<file path="config.mk">
export PLATFORM = sky130hd
export DESIGN_NAME = reg_write_arbiter
export DESIGN_NICKNAME = d
export VERILOG_FILES = /design/src/rtl/reg_arb_pkg.sv /design/src/rtl/rr_pick.sv /design/src/rtl/reg_write_arbiter.sv
export SDC_FILE = /design/constraint.sdc
export NUM_CORES = 1
export LEC_CHECK = 0
export BUFFER_PORTS_ARGS = -buffer_cell sky130_fd_sc_hd__buf_4
export CAP_MARGIN = 20
export CORE_ASPECT_RATIO = 0.5
export CORE_MARGIN = 2
export CORE_UTILIZATION = 44
export DETAILED_ROUTE_END_ITERATION = 12
export GPL_TIMING_DRIVEN = 0
export PLACE_DENSITY_LB_ADDON = 0.25
export REMOVE_ABC_BUFFERS = 1
export SETUP_SLACK_MARGIN = 0.1
export SYNTH_ARGS = -nofsm -noshare
export SYNTH_HDL_FRONTEND = slang
export SYNTH_HIERARCHICAL = 1
export SYNTH_SLANG_ARGS = --single-unit
</file>
<file path="constraint.sdc">
create_clock -name clock -period 1.6 [get_ports clock]
set_input_delay 0.16 -clock clock [delete_from_list [all_inputs] [get_ports clock]]
set_output_delay 0.16 -clock clock [all_outputs]
set_load 0.005 [all_outputs]
</file>
<file path="src/rtl/reg_arb_pkg.sv">
// Shared types and defaults for the round-robin register write arbiter.
package reg_arb_pkg;

  localparam int N_REQ_DEF = 4;
  localparam int WIDTH_DEF = 8;

  // IDLE: arbitrate and capture; WRITE: load q; DONE: acknowledge and advance ptr.
  typedef enum logic [1:0] {
    IDLE  = 2'd0,
    WRITE = 2'd1,
    DONE  = 2'd2
  } state_t;

endpackage

</file>
<file path="src/rtl/rr_pick.sv">
// Combinational round-robin picker: first set req bit at or above ptr, wrapping.
module rr_pick
  import reg_arb_pkg::*;
#(
  parameter int N_REQ = N_REQ_DEF
) (
  input  logic [N_REQ-1:0] req,
  input  logic [2:0]       ptr,
  output logic [N_REQ-1:0] grant,
  output logic [2:0]       grant_idx,
  output logic             any_req
);

  logic found;
  int   idx;

  // Walk the requesters starting at ptr and take the first one that is asking.
  always_comb begin
    grant     = '0;
    grant_idx = 3'd0;
    any_req   = |req;
    found     = 1'b0;
    idx       = 0;
    for (int i = 0; i < N_REQ; i++) begin
      idx = int'(ptr) + i;
      if (idx >= N_REQ) idx = idx - N_REQ;
      for (int j = 0; j < N_REQ; j++) begin
        if (!found && (j == idx) && req[j]) begin
          found     = 1'b1;
          grant[j]  = 1'b1;
          grant_idx = 3'(j);
        end
      end
    end
  end

endmodule

</file>
<file path="src/rtl/reg_write_arbiter.sv">
// Round-robin write arbiter in front of a single enabled storage register.
// One transaction is IDLE (capture) -> WRITE (load q) -> DONE (ack, advance ptr).
//
// Handshake: a requester raises req[i] with data[i] valid and holds both until
// it sees ack[i]; ack[i] is a one-cycle pulse meaning the write has landed in q.
// The requester must drop req[i] by the edge that ends the ack cycle, otherwise
// the still-high level is taken as a fresh request in the following IDLE.
module reg_write_arbiter
  import reg_arb_pkg::*;
#(
  parameter int N_REQ = N_REQ_DEF,
  parameter int WIDTH = WIDTH_DEF
) (
  input  logic                   clock,
  input  logic                   rst,
  input  logic [N_REQ-1:0]       req,
  input  logic [N_REQ*WIDTH-1:0] data,
  output logic [N_REQ-1:0]       ack,
  output logic [WIDTH-1:0]       q,
  output logic                   wr_en,
  output logic [2:0]             owner,
  output logic                   busy,
  output logic [7:0]             write_count,
  output logic [1:0]             dbg_state
);

  state_t           state_q, state_d;
  logic [WIDTH-1:0] hold_q, hold_d;
  logic [WIDTH-1:0] q_q, q_d;
  logic [2:0]       owner_q, owner_d;
  logic [2:0]       ptr_q, ptr_d;
  logic [7:0]       count_q, count_d;

  logic [N_REQ-1:0] grant;
  logic [2:0]       grant_idx;
  logic             any_req;
  logic [WIDTH-1:0] hold_sel;

  rr_pick #(.N_REQ(N_REQ)) u_pick (
    .req       (req),
    .ptr       (ptr_q),
    .grant     (grant),
    .grant_idx (grant_idx),
    .any_req   (any_req)
  );

  // One-hot grant selects the winner's data word.
  always_comb begin
    hold_sel = '0;
    for (int i = 0; i < N_REQ; i++) begin
      if (grant[i]) hold_sel = hold_sel | data[i*WIDTH +: WIDTH];
    end
  end

  // Next-state logic: all registers hold unless the current state moves them.
  always_comb begin
    state_d = state_q;
    hold_d  = hold_q;
    q_d     = q_q;
    owner_d = owner_q;
    ptr_d   = ptr_q;
    count_d = count_q;
    case (state_q)
      IDLE: begin
        if (any_req) begin
          owner_d = grant_idx;
          hold_d  = hold_sel;
          state_d = WRITE;
        end
      end
      WRITE: begin
        q_d     = hold_q;
        state_d = DONE;
      end
      DONE: begin
        ptr_d   = (owner_q == 3'(N_REQ - 1)) ? 3'd0 : owner_q + 3'd1;
        count_d = count_q + 8'd1;
        state_d = IDLE;
      end
      default: state_d = IDLE;
    endcase
  end

  // State and datapath registers; reset also aborts any transaction in flight.
  always_ff @(posedge clock) begin
    if (!rst) begin
      state_q <= IDLE;
      hold_q  <= '0;
      q_q     <= '0;
      owner_q <= 3'd0;
      ptr_q   <= 3'd0;
      count_q <= 8'd0;
    end else begin
      state_q <= state_d;
      hold_q  <= hold_d;
      q_q     <= q_d;
      owner_q <= owner_d;
      ptr_q   <= ptr_d;
      count_q <= count_d;
    end
  end

  // Strobes are decoded from the state register only, never from req.
  always_comb begin
    for (int i = 0; i < N_REQ; i++) begin
      ack[i] = (state_q == DONE) && (owner_q == 3'(i));
    end
    wr_en       = (state_q == WRITE);
    busy        = (state_q != IDLE);
    q           = q_q;
    owner       = owner_q;
    write_count = count_q;
    dbg_state   = state_q;
  end

endmodule

</file>
==> flow_summary.ini <==
[run_status]
status = complete, but fails checks
failed_checks = negative setup slack

[detailed_routing]
wl_met3_um = 244
drc_errors = 0
wl_met1_um = 2170
num_vias = 1785
drt_pass1_iterations = 4
drt_wl_total_um = 4750
routedWlPerCell_um = 14.3
postRouteAntennaNets = 0
top_layer_used = met4
drt-vias-per-instance = 5.38
drt_iter0_drc = 46
wl_met2_um = 2260

[synth]
ys_ff_latch = 32
syn_avg_cell_area_um2 = 8.31
synthArstFlopShare_pct = 0
synth_warnings = 6
synth_area_um2 = 1680
postSynthCellCount = 202
ys_types = 41
synth-main-ff-cell = dfxtp_1
seq_area_frac_synth_pct = 38.2
synth_edf_count = 0

[cells_and_area]
drive_gt1_share_pct = 44.1
fill_cells = 285
antenna_cells = 0
fin_nets = 323
syn_to_final_growth_pct = 52.5

[global_routing]
track_usage_pct = 21.3
grt_overflow = 0
grt_pass1_vias = 1534
antenna_found_initial = 0
grt_pass1_wl_um = 7080
grt_max_degree = 24

[flow_run]
max-cap-violations = 0

[critical_path]
reg2reg_slack_ns = -0.01
crit_path_start_kind = flip-flop
path_delay_family = compound AO/OA/AOI/OAI gates
r2r-start = ptr_q[0]
cpPeakStageDelay_ns = 0.37
crit_chain = buf_4 > nand2b_1 > a21oi_2 > nor3_1 > o21a_2 > a22oi_1 > a31oi_1
slowest_stage = dfxtp_4
cp-end-kind = flip-flop
cp-startpoint = ptr_q[0]
cp.arrival_ns = 1.78
critPathMaxFanout = 8
worst-setup-path-type = reg2reg
required_ns = 1.76
crit_buf_inv = 1

[cts]
clkSinkCount = 32
cts_made_buffers = 5
clockBufferDepth = 2
clk_latency_ns = 0.28
htree_levels = 2
cts_root_buf = clkbuf_8
cts_tree = yes
clk_pin_slew_ns = 0.07

[power_and_ir_drop]
ir_drop_mv = 0.372
clock_power_share_pct = 36.2
p_leak_uw = 0.00116
combPwrFrac_pct = 20.8
swShare_pct = 26.2
p_sw_uw = 551
seq_power_share_pct = 43.0
p_per_area_nw_per_um2 = 820
internal_power_uw = 1550

[timing]
slew_headroom_pct = 52.8
rsz0062_at_grt = yes
post-route-min-period_ns = 1.61
fin_ws_ns = -0.0149
tightest_slew_ns = 0.708
drv_slew = 0
hold_viol_final = 0
fmax_mhz = 619
finalCritPeriodShare_pct = 101
setup_violations = 3
skew_ns = 0.00272
hold_ws_ns = 0.153

[floorplan]
die_area_um2 = 4360
die_h_um = 47.7
coreArea_um2 = 3550
pin_count = 65
initial_utilization_pct = 47.3
die_w_um = 91.4
row_count = 15

[placed_design]
place_congestion = 0.870
dp_hpwl_um = 3050
port_buffers = 64
dp_slack_ns = -0.346

[worst_hold_path]
hold_class = in2reg
worstHoldStart = data[29]
[sequential cells by signal (all words and copies together) (netlist names)]
register	flops
write_count	8
hold_q	8
ptr_q	3
owner	3
dbg_state	2
q	8
[final timing paths]
path	end	cells past startpoint
max reg2reg	hold_q[4]	7
max	hold_q[4]	7
min	hold_q[5]	3
min reg2reg	q[4]	2
[cells in the mapped netlist (2+ instances only)]
cell      instances  area share [%]
inv_1             8             1.8
or3_1             5             1.9
buf_2             3            0.89
buf_4             2            0.89
nand3_1           4             1.2
a22oi_1          16             7.2
buf_1             5             1.1
buf_6             2             1.3
dfxtp_1          32              38
clkbuf_1          2            0.45
and2_1            5             1.9
ha_1              5             3.7
a21oi_1          20             6.0
o221a_2           2             1.3
a31oi_1           9             3.4
or4_1             2            0.89
nor3_1            2            0.60
mux2i_1           7             4.2
o31ai_1           2            0.89
xor2_1            2             1.0
nor2_1           14             3.1
nand2_1          19             4.2
nand2b_1          4             1.5
o21ai_0          13             3.9
[through the flow]
stage / instances / power, uW / area [um^2] / setup TNS, ns / util, %
after floorplan: 188 / 1080 / 1600 / -4.06 / -
after global placement: 303 / 1250 / 2140 / -12.09 / 60.5
after detailed placement: 304 / 1270 / 2160 / -2.64 / 60.9
after CTS: 321 / 2050 / 2400 / 0 / 67.7
after global routing: 332 / 2180 / 2560 / -0.491 / 72.2
final: 332 / 2100 / 2560 / -0.0304 / 72.2
[routing by layer]
metal  up-vias  global-route usage [%]
met3         9                    4.88
met4         0                    8.79
met5         -                       0
met1       838                    26.4
li1        882                       -
met2        56                    38.1
[timing repair]
action,in CTS,in global routing
resized for setup,19,17
endpoints found under the setup margin,18,16
cloned,0,0
pin swaps,9,15
hold buffers,0,0
buffers inserted,9,11
[layout make-up]
type / instances / area [um^2] / area share (%)
multi-input combinational: 146 / 1030 / 40.2
timing repair buffer: 85 / 662 / 25.9
sequential: 32 / 657 / 25.7
clock buffer: 6 / 72.6 / 2.83
tap: 51 / 63.8 / 2.49
inverter: 10 / 41.3 / 1.61
clock inverter: 2 / 35.0 / 1.37
[logic make-up after synthesis]
family                     Yosys count  share of synthesized area [%]
AOI/OAI and AO/OA                   69                           26.3
and+or+nand+nor                     62                           19.4
DFF                                 32                           38.2
buffers and inverters               24                           6.93
muxes                                7                           4.17
adders and majority gates            5                           3.73
xor gates and xnor gates             2                           1.04
other                                1                          0.223
[worst reg2reg max path: stages (launching register included)]
cell      delay (ns)
dfxtp_4         0.37
buf_4           0.14
nand2b_1        0.16
a21oi_2         0.13
nor3_1          0.05
o21a_2          0.29
a22oi_1         0.24
a31oi_1         0.12
[layout by cell type, fill, tap and decap left out, drive strengths merged, types with 2 or more instances in the layout]
cell	count
buf	85
ha	5
or4	2
nor3	2
or2	2
and2	5
a31oi	9
xor2	2
o31ai	2
mux2i	7
or3	5
nand2b	4
a21oi	20
clkinv	2
nor2	14
a22oi	17
nand3	4
inv	9
dfxtp	32
o221a	2
nand2	20
clkbuf	6
o21ai	13
[power groups by stage]
stage	clock [uW]	sequential (uW)	combinational (uW)
after floorplan	0	905	177
after global placement	0	917	336
after detailed placement	0	919	351
after CTS	765	898	390
after global routing	801	909	473
final	760	903	437
(Power assumes the default switching activity.)
